--- src/rtl/lcd_bus_responder.sv ---
// LCD-controller end of the 8-bit en/rs/rw/db bus: command decode, DDRAM, reads and scan-out.
// Define LCD_BUS_RESPONDER_BUSY_EN for the DEPTH-cycle CLEAR state with busy/err_busy_wr.
module lcd_bus_responder #(
  parameter int DEPTH = 32,
  parameter int AW    = 5
) (
  input  logic          clk,
  input  logic          rst_n,
  input  logic          lcd_en,
  input  logic          lcd_rs,
  input  logic          lcd_rw,
  input  logic [7:0]    lcd_db_i,
  output logic [7:0]    lcd_db_o,
  output logic          lcd_db_oe,
  input  logic [AW-1:0] scan_addr,
  output logic [7:0]    scan_data,
  output logic          wr_strobe,
  output logic          wr_is_data,
  output logic [7:0]    wr_byte,
  output logic          busy,
  output logic          err_busy_wr
);

  localparam logic [7:0] BLANK = 8'h20;

  logic          en_s1_q, en_sync_q, en_prev_q;
  logic          rs_s1_q, rs_sync_q;
  logic          rw_s1_q, rw_sync_q;
  logic [7:0]    db_s1_q, db_sync_q;

  logic [7:0]    mem_q [DEPTH];
  logic [7:0]    mem_d [DEPTH];
  logic [AW-1:0] ac_q, ac_d;
  logic          id_q, id_d;
  logic          err_q, err_d;
  logic          wr_strobe_q, wr_strobe_d;
  logic          wr_is_data_q, wr_is_data_d;
  logic [7:0]    wr_byte_q, wr_byte_d;
  logic [7:0]    scan_data_q, scan_data_d;
  logic          fall;

`ifdef LCD_BUS_RESPONDER_BUSY_EN
  typedef enum logic {S_IDLE, S_CLEAR} state_t;
  state_t        state_q, state_d;
  logic [AW-1:0] ptr_q, ptr_d;
  assign busy = (state_q == S_CLEAR);
`else
  assign busy = 1'b0;
`endif

  function automatic logic [AW-1:0] ac_step(input logic [AW-1:0] a, input logic inc);
    return inc ? a + 1'b1 : a - 1'b1;
  endfunction

  assign fall = en_prev_q & ~en_sync_q;

  // Bus side: decode the completed transfer, then let the clear engine override on exit.
  always_comb begin
    mem_d        = mem_q;
    ac_d         = ac_q;
    id_d         = id_q;
    err_d        = err_q;
    wr_strobe_d  = 1'b0;
    wr_is_data_d = wr_is_data_q;
    wr_byte_d    = wr_byte_q;
    scan_data_d  = mem_q[scan_addr];
`ifdef LCD_BUS_RESPONDER_BUSY_EN
    state_d      = state_q;
    ptr_d        = ptr_q;
`endif
    if (fall && !rw_sync_q) begin
      wr_strobe_d  = 1'b1;
      wr_is_data_d = rs_sync_q;
      wr_byte_d    = db_sync_q;
      if (busy) begin
        err_d = 1'b1;
      end else if (rs_sync_q) begin
        mem_d[ac_q] = db_sync_q;
        ac_d        = ac_step(ac_q, id_q);
      end else if (db_sync_q[7]) begin
        ac_d = db_sync_q[AW-1:0];
      end else if (db_sync_q[6:3] == 4'b0000) begin
        if (db_sync_q[2]) begin
          id_d = db_sync_q[1];
        end else if (db_sync_q[1]) begin
          ac_d = '0;
        end else if (db_sync_q[0]) begin
`ifdef LCD_BUS_RESPONDER_BUSY_EN
          state_d = S_CLEAR;
          ptr_d   = '0;
`else
          for (int i = 0; i < DEPTH; i++) mem_d[i] = BLANK;
          ac_d = '0;
          id_d = 1'b1;
`endif
        end
      end
    end else if (fall && rw_sync_q && rs_sync_q) begin
      ac_d = ac_step(ac_q, id_q);
    end
`ifdef LCD_BUS_RESPONDER_BUSY_EN
    if (state_q == S_CLEAR) begin
      mem_d[ptr_q] = BLANK;
      ptr_d        = ptr_q + 1'b1;
      if (ptr_q == {AW{1'b1}}) begin
        state_d = S_IDLE;
        ac_d    = '0;
        id_d    = 1'b1;
      end
    end
`endif
  end

  always_ff @(posedge clk or negedge rst_n) begin
    if (!rst_n) begin
      en_s1_q      <= 1'b0;
      en_sync_q    <= 1'b0;
      en_prev_q    <= 1'b0;
      rs_s1_q      <= 1'b0;
      rs_sync_q    <= 1'b0;
      rw_s1_q      <= 1'b0;
      rw_sync_q    <= 1'b0;
      db_s1_q      <= 8'h00;
      db_sync_q    <= 8'h00;
      for (int i = 0; i < DEPTH; i++) mem_q[i] <= BLANK;
      ac_q         <= '0;
      id_q         <= 1'b1;
      err_q        <= 1'b0;
      wr_strobe_q  <= 1'b0;
      wr_is_data_q <= 1'b0;
      wr_byte_q    <= 8'h00;
      scan_data_q  <= 8'h00;
`ifdef LCD_BUS_RESPONDER_BUSY_EN
      state_q      <= S_IDLE;
      ptr_q        <= '0;
`endif
    end else begin
      en_s1_q      <= lcd_en;
      en_sync_q    <= en_s1_q;
      en_prev_q    <= en_sync_q;
      rs_s1_q      <= lcd_rs;
      rs_sync_q    <= rs_s1_q;
      rw_s1_q      <= lcd_rw;
      rw_sync_q    <= rw_s1_q;
      db_s1_q      <= lcd_db_i;
      db_sync_q    <= db_s1_q;
      mem_q        <= mem_d;
      ac_q         <= ac_d;
      id_q         <= id_d;
      err_q        <= err_d;
      wr_strobe_q  <= wr_strobe_d;
      wr_is_data_q <= wr_is_data_d;
      wr_byte_q    <= wr_byte_d;
      scan_data_q  <= scan_data_d;
`ifdef LCD_BUS_RESPONDER_BUSY_EN
      state_q      <= state_d;
      ptr_q        <= ptr_d;
`endif
    end
  end

  // Read data is driven only while a synchronized read strobe is high.
  always_comb begin
    lcd_db_oe = en_sync_q & rw_sync_q;
    lcd_db_o  = 8'h00;
    if (lcd_db_oe) begin
      lcd_db_o = rs_sync_q ? mem_q[ac_q] : {busy, 7'(ac_q)};
    end
  end

  assign scan_data   = scan_data_q;
  assign wr_strobe   = wr_strobe_q;
  assign wr_is_data  = wr_is_data_q;
  assign wr_byte     = wr_byte_q;
  assign err_busy_wr = err_q;

endmodule

--- config.mk ---
export PLATFORM = sky130hd
export DESIGN_NAME = lcd_bus_responder
export DESIGN_NICKNAME = d
export VERILOG_FILES = /design/src/rtl/lcd_bus_responder.sv
export SDC_FILE = /design/constraint.sdc
export NUM_CORES = 1
export LEC_CHECK = 0
export ABC_CLOCK_PERIOD_IN_PS = 5080
export BUFFER_PORTS_ARGS = -buffer_cell sky130_fd_sc_hd__buf_2
export CAP_MARGIN = 20
export CORE_AREA = 2 2 222 115
export CTS_BUF_LIST = sky130_fd_sc_hd__clkbuf_2
export DETAILED_ROUTE_END_ITERATION = 10
export DIE_AREA = 0 0 224 117
export GPL_ROUTABILITY_DRIVEN = 1
export GPL_TIMING_DRIVEN = 0
export HOLD_SLACK_MARGIN = 0.02
export PLACE_DENSITY_LB_ADDON = 0.1
export SYNTH_ARGS = -nofsm -noshare
export SYNTH_HDL_FRONTEND = slang
export SYNTH_SLANG_ARGS = --single-unit
--- constraint.sdc ---
create_clock -name clk -period 5.08 [get_ports clk]
set_clock_uncertainty 0.1 [all_clocks]
set_input_delay 0.762 -clock clk [delete_from_list [all_inputs] [get_ports clk]]
set_output_delay 0.762 -clock clk [all_outputs]
set_load 0.01 [all_outputs]
==> metrics.csv <==
metric;value;unit
grt_pass1_wl;79.1;mm
layout-drive-gt1-share;0.266;
async_flop_share;1.00;
detail_route.iter0.violations;1960;
fp.dieW;224;µm
max_cap_violations;0;
track_usage;0.434;
synth_top_area_frac;0.436;
core;24500;µm²
p_leak;7.30;nW
path_class;reg2out;
grt_pass1_vias;12000;
areaGrowthSynthToFinish;9.12;%
peakVddDrop;215;µV
finalCritPeriodShare;0.992;
die_h;117;µm
cts_tree;done;
cts_sinks;303;
period_needed;5.04;ns
rsz0062_at_grt;no;
yosysUniqueCellTypes;55;
layout_commonest_cell;nand2_1;
nets;1464;
rows;41;
synth_seq_cells;303;
ys_warn_count;0;
cts.clk_slew.worst_paths;0.16;ns
vias;12700;
start_util;0.634;
crit_path_max_fanout;10;
synth_ff_type;dfrtp_1;
synth_edf_count;0;
cp-end-kind;output port;
postLayoutSetupSlackWorst;0.0389;ns
tightest_slew;1.12;ns
fmax;198;MHz
ios;47;
ys_top_cells_by_area;dfrtp_1 (44%), mux4_2 (21%), nand2_1 (6.7%);
antenna_found_initial;2;
postCtsSetupBuffers;0;
io_buffers;39;
yosysSeqAreaShare;0.492;
synth_area_per_cell;11.8;µm²
required;4.22;ns
crit_arrival;4.18;ns
hold_violations;0;
startpoint_type;flop;
dieArea;26200;µm²
firstDrtPassIters;7;
most-common-layout-cells;nand2_1 (278), dfrtp_1 (270), o21ai_0 (200), mux4_2 (145), clkbuf_2 (109);
htreeDepth;3;
hpwlAfterDp;39.2;mm
numCtsBuffers;68;
avgRoutedWirePerCell;29.7;µm
finalPower;0.00648;W
clk_latency;1.02;ns
grt_max_degree;95;
syn_inst;1317;
finalSetupViolCount;0;
drc;0;
grt.overflow.total;0;
fin_util;0.691;
clockRootBuffer;clkbuf_2;
cts.path.max_buffers;3;
synth_top_cell_by_area;dfrtp_1;
drt-vias-per-instance;6.97;
slew_violations;0;
status;completed;
dp_slack;0.979;ns
synth_area;15500;µm²
hold_path_class;in2async;
slew_headroom;0.249;
antenna_left;0;
power_density;383;nW/µm²
wl;53.9;mm
fin_hold_ws;0.199;ns
gp_congestion;1.11;
## stage by stage
stage	setup TNS [ns]	area (µm²)	cells
2_1_floorplan	0	15500	1318
3_3_place_gp	-698.12	16100	1679
3_5_place_dp	0	16200	1682
4_1_cts	0	16900	1814
5_1_grt	0	16900	1814
6_report	0	16900	1816
## worst max-delay path, cell delays in order (launching register included)
cell and delay [ns]:
dfrtp_1 0.42, clkbuf_1 0.58, buf_1 0.70, nor2_1 0.21, a22oi_1 0.54, a21oi_1 0.17
a211oi_1 0.30, nor3_1 0.13, buf_2 0.16
## worst paths after layout
check / depth (start not counted) / endpoint / slack [ns] / start
worst max register to register: 9 / mem_q[214]$_DFFE_PN0P_ / 1.58 / ac_q[0]$_DFFE_PN0P_
min in group clk: 0 / db_sync_q[5]$_DFF_PN0_ / 0.21 / db_s1_q[5]$_DFF_PN0_
worst min register to register: 0 / db_sync_q[5]$_DFF_PN0_ / 0.21 / db_s1_q[5]$_DFF_PN0_
worst min-delay path: 2 / db_s1_q[3]$_DFF_PN0_ / 0.20 / rst_n
max in group asynchronous: 4 / mem_q[211]$_DFFE_PN0P_ / 3.45 / rst_n
worst max-delay path: 8 / lcd_db_o[3] / 0.04 / ac_q[3]$_DFFE_PN0P_
## synth_stat cells, types with 8 or more instances
library cell,count
nor2b_1,9
a21o_1,30
nand3_1,10
a22oi_1,8
o21ai_1,31
mux4_2,145
buf_1,9
buf_4,13
clkbuf_1,45
buf_2,12
mux2i_1,37
a21oi_1,45
o21ai_0,200
mux2_2,20
nor2_1,46
dfrtp_1,270
nand2_1,278
buf_6,9
dfstp_2,33
## flip-flops by register name, summed over array words and instances (netlist names)
signal	flops
en_prev_q	1
ac_q	5
en_sync_q	1
rw_sync_q	1
rw_s1_q	1
wr_byte	8
wr_strobe	1
rs_s1_q	1
db_sync_q	8
wr_is_data	1
scan_data	8
db_s1_q	8
en_s1_q	1
mem_q	256
id_q	1
rs_sync_q	1
## power by group
group          total [W]  internal (W)  switching (W)
sequential       0.00291       0.00269       0.000216
combinational    0.00200      0.000732        0.00126
clock            0.00158      0.000555        0.00103
## cell families after synthesis
logic type,count (synthesis),synth area share
AO/OA/AOI/OAI,341,0.123
XOR/XNOR,3,0.00169
adder cells (fa/ha/maj),4,0.00371
buffers and inverters,97,0.0337
flip-flops,303,0.492
multiplexers,202,0.249
other,1,0.000242
AND/OR/NAND/NOR,366,0.0971
## layout make-up
| type | instances | area [µm²] |
|---|---|---|
| sequential | 303 | 7620 |
| fill | 1852 | 7550 |
| multi-input combinational | 918 | 7360 |
| clock buffer | 109 | 546 |
| buffer | 90 | 504 |
| timing repair buffer | 54 | 408 |
| tap | 322 | 403 |
| clock inverter | 11 | 41.3 |
| inverter | 7 | 26.3 |
| antenna | 2 | 5.00 |
## layer usage
metal  share of wire  global-route usage  wire length (µm)  vias to the layer above
li1                -                   -                 -                     5109
met1            0.39               0.625             21200                     6446
met2            0.38               0.542             20500                      979
met3            0.20               0.268             10600                      126
met4           0.027               0.118              1440                        2
met5          0.0023                   0               122                        -
## what timing repair did
action / CTS / global route
setup endpoints to repair: 2 / 0
hold endpoints to repair: 77 / 0
gates resized for setup: 2 / 0
hold buffers: 12 / 0
(Power assumes the default switching activity.)
